`src/rtl/hazard_sequencer_if.sv`:
```
// Control bundle between the pipeline stages and the hazard sequencer.
// The stage side drives the status inputs; the sequencer drives flush, stall and redirect.
interface hazard_sequencer_if #(
    parameter int REG_ADDR_W = 3,
    parameter int PC_WORDS   = 2
);
    localparam int IDX_W = (PC_WORDS > 1) ? $clog2(PC_WORDS) : 1;

    logic                  i_interrupt;
    logic                  i_branch_decision;
    logic                  i_push_pc;
    logic                  i_pop_pc;
    logic                  i_mem_read_exm;
    logic                  i_write_back_exm;
    logic [REG_ADDR_W-1:0] i_rd_exm;
    logic [REG_ADDR_W-1:0] i_rs_dec;
    logic [REG_ADDR_W-1:0] i_rt_dec;
    logic                  i_uses_rs_dec;
    logic                  i_uses_rt_dec;
    logic                  o_flush_f_d;
    logic                  o_flush_d_em;
    logic                  o_stall_f;
    logic                  o_stall_d_em;
    logic                  o_branch_decision;
    logic                  o_int_active;
    logic [IDX_W-1:0]      o_stack_word_idx;

    modport master (
        output i_interrupt, i_branch_decision, i_push_pc, i_pop_pc,
               i_mem_read_exm, i_write_back_exm, i_rd_exm, i_rs_dec, i_rt_dec,
               i_uses_rs_dec, i_uses_rt_dec,
        input  o_flush_f_d, o_flush_d_em, o_stall_f, o_stall_d_em,
               o_branch_decision, o_int_active, o_stack_word_idx
    );

    modport slave (
        input  i_interrupt, i_branch_decision, i_push_pc, i_pop_pc,
               i_mem_read_exm, i_write_back_exm, i_rd_exm, i_rs_dec, i_rt_dec,
               i_uses_rs_dec, i_uses_rt_dec,
        output o_flush_f_d, o_flush_d_em, o_stall_f, o_stall_d_em,
               o_branch_decision, o_int_active, o_stack_word_idx
    );
endinterface

```
`src/rtl/hazard_sequencer.sv`:
```
// Central pipeline control: branch flushes, multi-word PC push/pop, load-use stalls
// and interrupt entry (drain, push return PC, redirect to vector).
module hazard_sequencer #(
    parameter int REG_ADDR_W   = 3,
    parameter int PC_WORDS     = 2,
    parameter int DRAIN_CYCLES = 1
) (
    input  logic              i_clk,
    input  logic              i_reset,
    hazard_sequencer_if.slave bus
);
    localparam int IDX_W   = (PC_WORDS > 1) ? $clog2(PC_WORDS) : 1;
    localparam int DRAIN_W = (DRAIN_CYCLES > 1) ? $clog2(DRAIN_CYCLES) : 1;
    localparam logic [IDX_W-1:0]   LAST_WORD  = IDX_W'(PC_WORDS - 1);
    localparam logic [DRAIN_W-1:0] LAST_DRAIN = DRAIN_W'(DRAIN_CYCLES - 1);
    localparam bit SINGLE_WORD = (PC_WORDS == 1);

    typedef enum logic [2:0] {
        IDLE,
        PUSH,
        POP,
        INT_DRAIN,
        INT_PUSH
    } state_t;

    state_t             state_q, state_d;
    logic [IDX_W-1:0]   word_q, word_d;
    logic [DRAIN_W-1:0] drain_q, drain_d;
    logic               pending_q, pending_d;

    logic               load_use;
    logic               flush_f_d_c, flush_d_em_c, stall_f_c, stall_d_em_c;
    logic               branch_c, int_active_c;
    logic [IDX_W-1:0]   idx_c;

    assign load_use = bus.i_mem_read_exm & bus.i_write_back_exm &
                      ((bus.i_uses_rs_dec & (bus.i_rs_dec == bus.i_rd_exm)) |
                       (bus.i_uses_rt_dec & (bus.i_rt_dec == bus.i_rd_exm)));

    // The IDLE cycle that sees CALL/RET already acts as stack word 0, so the
    // PUSH/POP states only ever hold words 1..PC_WORDS-1.
    always_comb begin
        state_d      = state_q;
        word_d       = word_q;
        drain_d      = drain_q;
        pending_d    = pending_q | bus.i_interrupt;
        flush_f_d_c  = 1'b0;
        flush_d_em_c = 1'b0;
        stall_f_c    = 1'b0;
        stall_d_em_c = 1'b0;
        branch_c     = 1'b0;
        int_active_c = 1'b0;
        idx_c        = word_q;

        case (state_q)
            IDLE: begin
                idx_c = '0;
                if (bus.i_push_pc || bus.i_pop_pc) begin
                    if (SINGLE_WORD) begin
                        branch_c     = 1'b1;
                        flush_f_d_c  = 1'b1;
                        flush_d_em_c = 1'b1;
                    end else begin
                        stall_f_c    = 1'b1;
                        stall_d_em_c = 1'b1;
                        state_d      = bus.i_push_pc ? PUSH : POP;
                        word_d       = IDX_W'(1);
                    end
                end else if (bus.i_branch_decision) begin
                    branch_c     = 1'b1;
                    flush_f_d_c  = 1'b1;
                    flush_d_em_c = 1'b1;
                end else if (load_use) begin
                    stall_f_c    = 1'b1;
                    flush_d_em_c = 1'b1;
                end else if (pending_q) begin
                    state_d   = INT_DRAIN;
                    drain_d   = '0;
                    pending_d = bus.i_interrupt;
                end
            end

            PUSH, POP, INT_PUSH: begin
                int_active_c = (state_q == INT_PUSH);
                if (word_q == LAST_WORD) begin
                    branch_c     = 1'b1;
                    flush_f_d_c  = 1'b1;
                    flush_d_em_c = 1'b1;
                    state_d      = IDLE;
                    word_d       = '0;
                end else begin
                    stall_f_c    = 1'b1;
                    stall_d_em_c = 1'b1;
                    word_d       = word_q + IDX_W'(1);
                end
            end

            INT_DRAIN: begin
                int_active_c = 1'b1;
                stall_f_c    = 1'b1;
                flush_f_d_c  = 1'b1;
                if (drain_q == LAST_DRAIN) begin
                    state_d = INT_PUSH;
                    word_d  = '0;
                    drain_d = '0;
                end else begin
                    drain_d = drain_q + DRAIN_W'(1);
                end
            end

            default: begin
                state_d = IDLE;
                word_d  = '0;
                drain_d = '0;
            end
        endcase
    end

    always_ff @(posedge i_clk or posedge i_reset) begin
        if (i_reset) begin
            state_q   <= IDLE;
            word_q    <= '0;
            drain_q   <= '0;
            pending_q <= 1'b0;
        end else begin
            state_q   <= state_d;
            word_q    <= word_d;
            drain_q   <= drain_d;
            pending_q <= pending_d;
        end
    end

    // Outputs are forced low while reset is held, even if the stages still assert inputs.
    assign bus.o_flush_f_d       = flush_f_d_c  & ~i_reset;
    assign bus.o_flush_d_em      = flush_d_em_c & ~i_reset;
    assign bus.o_stall_f         = stall_f_c    & ~i_reset;
    assign bus.o_stall_d_em      = stall_d_em_c & ~i_reset;
    assign bus.o_branch_decision = branch_c     & ~i_reset;
    assign bus.o_int_active      = int_active_c & ~i_reset;
    assign bus.o_stack_word_idx  = i_reset ? '0 : idx_c;
endmodule
```
`src/flat_wrapper.sv`:
```
// flat-port wrapper written by rule: the top's interface ports become plain ports
module hazard_sequencer_flat 
#(
    parameter int REG_ADDR_W   = 3,
    parameter int PC_WORDS     = 2,
    parameter int DRAIN_CYCLES = 1
)
  (i_clk, i_reset, bus_i_interrupt, bus_i_branch_decision, bus_i_push_pc, bus_i_pop_pc, bus_i_mem_read_exm, bus_i_write_back_exm, bus_i_rd_exm, bus_i_rs_dec, bus_i_rt_dec, bus_i_uses_rs_dec, bus_i_uses_rt_dec, bus_o_flush_f_d, bus_o_flush_d_em, bus_o_stall_f, bus_o_stall_d_em, bus_o_branch_decision, bus_o_int_active, bus_o_stack_word_idx);
  hazard_sequencer_if #(.REG_ADDR_W(REG_ADDR_W), .PC_WORDS(PC_WORDS)) bus_i ();
  input  logic i_clk;
  input  logic i_reset;
  input wire logic [$bits(bus_i.i_interrupt)-1:0] bus_i_interrupt;
  input wire logic [$bits(bus_i.i_branch_decision)-1:0] bus_i_branch_decision;
  input wire logic [$bits(bus_i.i_push_pc)-1:0] bus_i_push_pc;
  input wire logic [$bits(bus_i.i_pop_pc)-1:0] bus_i_pop_pc;
  input wire logic [$bits(bus_i.i_mem_read_exm)-1:0] bus_i_mem_read_exm;
  input wire logic [$bits(bus_i.i_write_back_exm)-1:0] bus_i_write_back_exm;
  input wire logic [$bits(bus_i.i_rd_exm)-1:0] bus_i_rd_exm;
  input wire logic [$bits(bus_i.i_rs_dec)-1:0] bus_i_rs_dec;
  input wire logic [$bits(bus_i.i_rt_dec)-1:0] bus_i_rt_dec;
  input wire logic [$bits(bus_i.i_uses_rs_dec)-1:0] bus_i_uses_rs_dec;
  input wire logic [$bits(bus_i.i_uses_rt_dec)-1:0] bus_i_uses_rt_dec;
  output wire logic [$bits(bus_i.o_flush_f_d)-1:0] bus_o_flush_f_d;
  output wire logic [$bits(bus_i.o_flush_d_em)-1:0] bus_o_flush_d_em;
  output wire logic [$bits(bus_i.o_stall_f)-1:0] bus_o_stall_f;
  output wire logic [$bits(bus_i.o_stall_d_em)-1:0] bus_o_stall_d_em;
  output wire logic [$bits(bus_i.o_branch_decision)-1:0] bus_o_branch_decision;
  output wire logic [$bits(bus_i.o_int_active)-1:0] bus_o_int_active;
  output wire logic [$bits(bus_i.o_stack_word_idx)-1:0] bus_o_stack_word_idx;
  assign bus_i.i_interrupt = bus_i_interrupt;
  assign bus_i.i_branch_decision = bus_i_branch_decision;
  assign bus_i.i_push_pc = bus_i_push_pc;
  assign bus_i.i_pop_pc = bus_i_pop_pc;
  assign bus_i.i_mem_read_exm = bus_i_mem_read_exm;
  assign bus_i.i_write_back_exm = bus_i_write_back_exm;
  assign bus_i.i_rd_exm = bus_i_rd_exm;
  assign bus_i.i_rs_dec = bus_i_rs_dec;
  assign bus_i.i_rt_dec = bus_i_rt_dec;
  assign bus_i.i_uses_rs_dec = bus_i_uses_rs_dec;
  assign bus_i.i_uses_rt_dec = bus_i_uses_rt_dec;
  assign bus_o_flush_f_d = bus_i.o_flush_f_d;
  assign bus_o_flush_d_em = bus_i.o_flush_d_em;
  assign bus_o_stall_f = bus_i.o_stall_f;
  assign bus_o_stall_d_em = bus_i.o_stall_d_em;
  assign bus_o_branch_decision = bus_i.o_branch_decision;
  assign bus_o_int_active = bus_i.o_int_active;
  assign bus_o_stack_word_idx = bus_i.o_stack_word_idx;
  hazard_sequencer #(.REG_ADDR_W(REG_ADDR_W), .PC_WORDS(PC_WORDS), .DRAIN_CYCLES(DRAIN_CYCLES)) u_core (.i_clk(i_clk), .i_reset(i_reset), .bus(bus_i));
endmodule
```
`config.mk`:
```
export PLATFORM = sky130hd
export DESIGN_NAME = hazard_sequencer_flat
export DESIGN_NICKNAME = d
export VERILOG_FILES = /design/src/rtl/hazard_sequencer_if.sv /design/src/rtl/hazard_sequencer.sv /design/src/flat_wrapper.sv
export SDC_FILE = /design/constraint.sdc
export NUM_CORES = 1
export LEC_CHECK = 0
export CORE_MARGIN = 4
export CORE_UTILIZATION = 40
export DETAILED_ROUTE_END_ITERATION = 8
export GPL_TIMING_DRIVEN = 0
export PLACE_DENSITY = 0.89
export SYNTH_ARGS = -nofsm -noshare
export SYNTH_HDL_FRONTEND = slang
export SYNTH_SLANG_ARGS = --single-unit
```
`constraint.sdc`:
```
create_clock -name i_clk -period 3.5 [get_ports i_clk]
set_clock_uncertainty 0.15 [all_clocks]
set_input_delay 1.05 -clock i_clk [delete_from_list [all_inputs] [get_ports i_clk]]
set_output_delay 1.05 -clock i_clk [all_outputs]
set_load 0.005 [all_outputs]
```
**Word-level counts from Yosys, hierarchy flattened**

Cells that the tools add are included.

- Bitwise logic cells: 14
- Add/sub/neg operators: 2
- Muxes and demuxes: 41
- Equal/unequal tests: 16
- Reduce and logical (&&, ||, !) cells: 6

Operators by type and width:

| operator | count |
|---|---|
| 2-to-1 mux 1 bit | 25 |
| 2-to-1 mux 3 bit | 6 |
| case mux 1 bit (3 select lines) | 4 |
| bitwise AND 1 bit | 10 |
| AND reduction 5 bit | 2 |
| case mux 3 bit (3 select lines) | 1 |
| inequality test 2 bit (second input constant) | 4 |
| case mux 1 bit (2 select lines) | 4 |
| == test 3 x 2 -> 1 bit (second input constant) | 2 |
| == test 3 bit | 2 |
| inequality test 2 x 1 -> 1 bit (second input constant) | 3 |
| == test 3 x 1 -> 1 bit (second input constant) | 1 |
| == test 3 bit (second input constant) | 1 |
| zero test 3 bit | 1 |
| inequality test 3 x 1 -> 1 bit (second input constant) | 1 |
| inequality test 3 x 2 -> 1 bit (second input constant) | 1 |
| inequality test 3 bit (second input constant) | 1 |
| OR reduction 3 bit | 1 |
| adder 1 bit (second input constant) | 2 |
| 2-to-1 mux 2 bit | 1 |
| NOT 1 bit | 2 |
| bitwise OR 1 bit | 2 |
| AND reduction 2 bit | 1 |
| logical OR 1 bit | 1 |

- Bits of input ports: 19
- Word-level logic and storage cells: 83
- Register bits after elaboration: 6
- Output and inout bits: 7

**Longest topological paths before layout**

- Word-level depth: 9
- Gate-level depth with buffers: 6
- Mapped depth without buffers: 4

**Worst setup path before layout**

Ideal clock, no wire load.

- Path kind: input port to output port
- Start point: in bus_i_pop_pc
- End point: out bus_o_stall_f
- Stages: 4
- Slack: 0.333 ns
- Path buffers: 0
- Data required time: 2.300 ns
- Arrival time: 1.967 ns
- Path through: or2_2 -> a221oi_1 -> o21ai_0 -> a22o_1

- Cells in the longest elaborated chain, start to end: 4

RTL lines:

| what | line | RTL |
|---|---|---|
| from (decl) | flat_wrapper.sv:15 | `input wire logic [$bits(bus_i.i_pop_pc)-1:0] bus_i_pop_pc;` |
| logical OR 1 bit | hazard_sequencer.sv:58 | `if (bus.i_push_pc \|\| bus.i_pop_pc) begin` |
| 2-to-1 mux 1 bit | hazard_sequencer.sv:58 |  |
| case mux 1 bit (3 select lines) | hazard_sequencer.sv:55 | `case (state_q)` |
| bitwise AND 1 bit | hazard_sequencer.sv:136 | `assign bus.o_stall_f = stall_f_c & ~i_reset;` |
| to (decl) | flat_wrapper.sv:25 | `output wire logic [$bits(bus_i.o_stall_f)-1:0] bus_o_stall_f;` |

No other way between the ends.

**Final worst setup path**

- Start point: in bus_i_rt_dec[0]
- End point: out bus_o_stall_f

- Cells in the longest elaborated chain, start to end: 9

RTL lines:

| what | line | RTL |
|---|---|---|
| from (decl) | flat_wrapper.sv:20 | `input wire logic [$bits(bus_i.i_rt_dec)-1:0] bus_i_rt_dec;` |
| == test 3 bit | hazard_sequencer.sv:38 | `(bus.i_uses_rt_dec & (bus.i_rt_dec == bus.i_rd_exm)));` |
| bitwise AND 1 bit | hazard_sequencer.sv:38 |  |
| bitwise OR 1 bit | hazard_sequencer.sv:37 | `((bus.i_uses_rs_dec & (bus.i_rs_dec == bus.i_rd_exm)) \|` |
| bitwise AND 1 bit | hazard_sequencer.sv:36 | `assign load_use = bus.i_mem_read_exm & bus.i_write_back_exm &` |
| 2-to-1 mux 1 bit | hazard_sequencer.sv:73 | `end else if (load_use) begin` |
| 2-to-1 mux 1 bit | hazard_sequencer.sv:69 | `end else if (bus.i_branch_decision) begin` |
| 2-to-1 mux 1 bit | hazard_sequencer.sv:58 |  |
| case mux 1 bit (3 select lines) | hazard_sequencer.sv:55 |  |
| bitwise AND 1 bit | hazard_sequencer.sv:136 |  |

No other way between the ends.

==> reports/summary.txt <==
LOGIC SYNTHESIS
------------------------------------------------------------------------------------------------------
Fraction of the mapped netlist area in simple logic gates                                        25.5%
Number of synthesized flops with an enable pin                                                       0
Syn nets                                                                                            88
Flops & latches, synth                                                                               5
Fraction of post-synthesis cell area in the top cell type by area                                24.1%
Adder-cell share of the synthesized area                                                            0%
Fraction of the mapped netlist area in compound gates                                            29.9%
Ys Warns                                                                                             0
Cell type contributing the most total cell area after synthesis                                dfrtp_1
Area share of xor/xnor cells in the synthesized design                                           11.8%
Ys async rst share                                                                                100%
Cell types with the highest counts after synthesis                                        7 x a21oi_1, 7 x nand2_1, 7 x o21ai_0
Netlist Area Pre-Place                                                                       519 sq um
Syn avg cell area                                                                           7.53 sq um
Most used DFF post-synth                                                                       dfrtp_1
Synth cell types                                                                                    26
Ranking of synthesized cells by area                                                      dfrtp_1 24%, xnor2_1 10%, a21oi_1 6.7%
Share of synthesized area occupied by flip-flops and latches                                     24.1%
Portion of netlist area occupied by mux cells                                                       0%
Post-synthesis cell count                                                                           69
Largest family of logic cells by synthesized area                                         compound AO/OA/AOI/OAI gates

CRITICAL PATH
------------------------------------------------------------------------------------------------------
Critical path's largest stage delay                                                            0.47 ns
Worst Setup Path Type                                                                        in -> out
Endpoint type of the worst setup path                                                       output pin
List of cells traversed by the critical path                                              clkdlybuf4s50_1, xnor2_1, nand4_1, a21oi_4, a22o_1, buf_2
Top Family by Delay on Critical Path                                                      buffers and inverters
Data required, critical path                                                                   2.30 ns
Count of buffering cells on the critical path with inverters included                                2
Worst Path Arrival                                                                             2.24 ns
Worst Setup Start Kind                                                                       input pin
Cell at the slowest stage of the critical path                                            clkdlybuf4s50_1
Largest fanout on the critical path                                                                  3

ROUTE
------------------------------------------------------------------------------------------------------
DRT Pass-1 Iters                                                                                     4
Routed wire per std cell                                                                  12.8 microns
First-iteration detailed-routing DRC count                                                          19
Vias                                                                                               642
Post-DR vias/cell                                                                                 5.49
DRC violations left                                                                                  0
Post-route ant nets                                                                                  0
Total wire length                                                                         1500 microns

JOB
------------------------------------------------------------------------------------------------------
Number of violations of the max-capacitance limit                                                    0

GRT
------------------------------------------------------------------------------------------------------
All-Layer GR Usage                                                                               17.0%
GRT Residual Overflow                                                                                0
Via count of the first global-routing pass                                                         604
Antenna violations before repair                                                                     0
Global-route wire length before repair                                                    2530 microns
Largest net degree at the start of global routing                                                   11

TIMING
------------------------------------------------------------------------------------------------------
Transition time at the pin with the least slew margin                                         0.408 ns
Min Clock Period, post-route                                                                   3.44 ns
Worst max-slew margin expressed relative to the limit                                            72.7%
Maximum clock frequency                                                                        290 MHz
Slew Limit Fails                                                                                     0
Final count of hold timing violations                                                                0
RSZ-0062 raised after global routing                                                                no
Final period utilization                                                                         98.4%
Final-report setup violation count                                                                   0
Final hold slack                                                                              0.341 ns

OUTCOME
------------------------------------------------------------------------------------------------------
Outcome                                                                                      completed

FINAL LAYOUT
------------------------------------------------------------------------------------------------------
Antenna fix cells                                                                                    0
Final nets                                                                                         123
Number of fill cells                                                                                90
Area growth from synthesis to final layout                                                       70.4%
Layout cell share with drive strength beyond 1                                                   23.3%
Post-route core utilization                                                                      75.5%

CLOCK TREE
------------------------------------------------------------------------------------------------------
Clock Latency Late Sink                                                                        0.23 ns
H-tree depth                                                                                         1
CTS Buffer Depth                                                                                     2
Clock buffer count from CTS                                                                          3
Number of clock sinks                                                                                5
CTS tree                                                                                           yes
Cell at the root of the clock tree                                                            clkbuf_4
Clock transition at the register clock pins on the worst setup and hold paths after CTS        0.04 ns

FLOORPLANNING
------------------------------------------------------------------------------------------------------
I/O pin cnt                                                                                         26
Die boundary height                                                                       44.0 microns
Horizontal die dimension                                                                  44.0 microns
Std cell rows                                                                                       12
Placeable core region                                                                       1170 sq um
Effective utilization at floorplan                                                               44.3%
Die ar.                                                                                     1940 sq um

PLACE
------------------------------------------------------------------------------------------------------
Number of port buffers                                                                              25
Weighted congestion reported at the end of routability-driven placement                          0.879
HPWL Detailed                                                                             1120 microns

POWER
------------------------------------------------------------------------------------------------------
Power per cell area                                                                        678 nW/um^2
Static Leak                                                                                0.000407 uW
Worst ir drop on vdd                                                                          0.412 mV

MIN PATH
------------------------------------------------------------------------------------------------------
Worst min-delay path class                                                                  reg -> reg

-- final cells by class --
class                           instances  area (sq um)  share of cell area (%)
Multi-Input combinational cell         56           385                    43.6
Timing Repair Buffer                   30           283                    32.0
Sequential cell                         5           125                    14.1
Inverter                                5          21.3                    2.40
Tap cell                               14          17.5                    1.98
Clock buffer                            4          26.3                    2.97
Buffer                                  3          26.3                    2.97
-- cell families after synthesis --
logic type	Yosys count
xor gates and xnor gates	7
DFF	5
and+or+nand+nor	26
AOI/OAI and AO/OA	23
buffers and inverters	8
-- cell usage in the layout, fill, tap and decap left out, drive strengths merged --
| cell type | netlist | routed |
|---|---|---|
| a21oi | 7 | 7 |
| a221oi | 3 | 3 |
| a22o | 1 | 1 |
| buf | 2 | 9 |
| clkbuf | 1 | 6 |
| clkdlybuf4s15 | 0 | 1 |
| clkdlybuf4s50 | 0 | 11 |
| dfrtp | 5 | 5 |
| dlygate4sd2 | 0 | 5 |
| dlymetal6s2s | 0 | 5 |
| inv | 5 | 5 |
| nand2 | 7 | 7 |
| nand2b | 2 | 2 |
| nand3 | 1 | 1 |
| nand4 | 2 | 2 |
| nor2 | 5 | 5 |
| nor2b | 3 | 3 |
| nor3 | 1 | 1 |
| o211ai | 1 | 1 |
| o21a | 1 | 1 |
| o21ai | 7 | 7 |
| o221a | 1 | 1 |
| o22a | 1 | 1 |
| o31a | 1 | 1 |
| or2 | 2 | 2 |
| or3 | 3 | 3 |
| xnor2 | 6 | 6 |
| xor2 | 1 | 1 |
-- worst reg2reg max path, stage by stage (launching register included) --
cell      delay, ns
dfrtp_1        0.36
buf_6          0.13
or3_1          0.38
buf_6          0.14
or2_4          0.26
buf_4          0.14
o21ai_0        0.29
a221oi_1       0.13
-- power by group --
part	internal, uW	total [uW]	switching (uW)
clock network	42.9	63.8	20.9
logic	213	427	213
registers	84.1	109	25.2
total	340	600	259
-- final timing paths --
kind,end,from,slack (ns),cells past startpoint
max in group asynchronous,u_core.pending_q$_DFF_PP0_,i_reset,2.42,2
worst max register to register,u_core.state_q[1]$_DFFE_PP0P_,u_core.state_q[2]$_DFFE_PP0P_,1.37,7
worst min register to register,u_core.pending_q$_DFF_PP0_,u_core.pending_q$_DFF_PP0_,0.34,1
worst max-delay path,bus_o_stall_f,bus_i_rt_dec[0],0.06,6
worst min-delay path,u_core.pending_q$_DFF_PP0_,u_core.pending_q$_DFF_PP0_,0.34,1
min in group asynchronous,u_core.word_q$_DFFE_PP0P_,i_reset,0.66,2
-- metal layers --
metal / GRT usage, % / share of wire [%] / vias up
met5: 0 / 0 / -
met4: 1.81 / 0 / 0
met1: 19.7 / 39 / 297
met2: 31.1 / 52 / 33
met3: 5.28 / 9.4 / 0
li1: - / - / 312
-- sequential cells by signal, summed over array words and instances, names as in the netlist --
name              cells
u_core.state_q        3
u_core.pending_q      1
u_core.word_q         1
-- per-stage QoR --
step           TNS [ns]  area (sq um)  worst slack (ns)  power, uW  instances
6_report              0           885            0.0552        600        117
5_1_grt               0           885           0.00182        662        117
4_1_cts         -0.0722           862           -0.0722        590        116
3_5_place_dp      -2.35           787            -0.657        514        108
3_3_place_gp      -2.26           787            -0.618        503        108
2_1_floorplan         0           519             0.333        373         69
-- what timing repair did --
item | in CTS | in global routing
pin swaps | 7 | 12
resized for setup | 24 | 12
buffers inserted | 4 | 1
endpoints found under the hold margin | 0 | 0
setup endpoints to repair | 5 | 4
hold buffers | 0 | 0
Note: power is estimated with default switching activity, not from simulation.
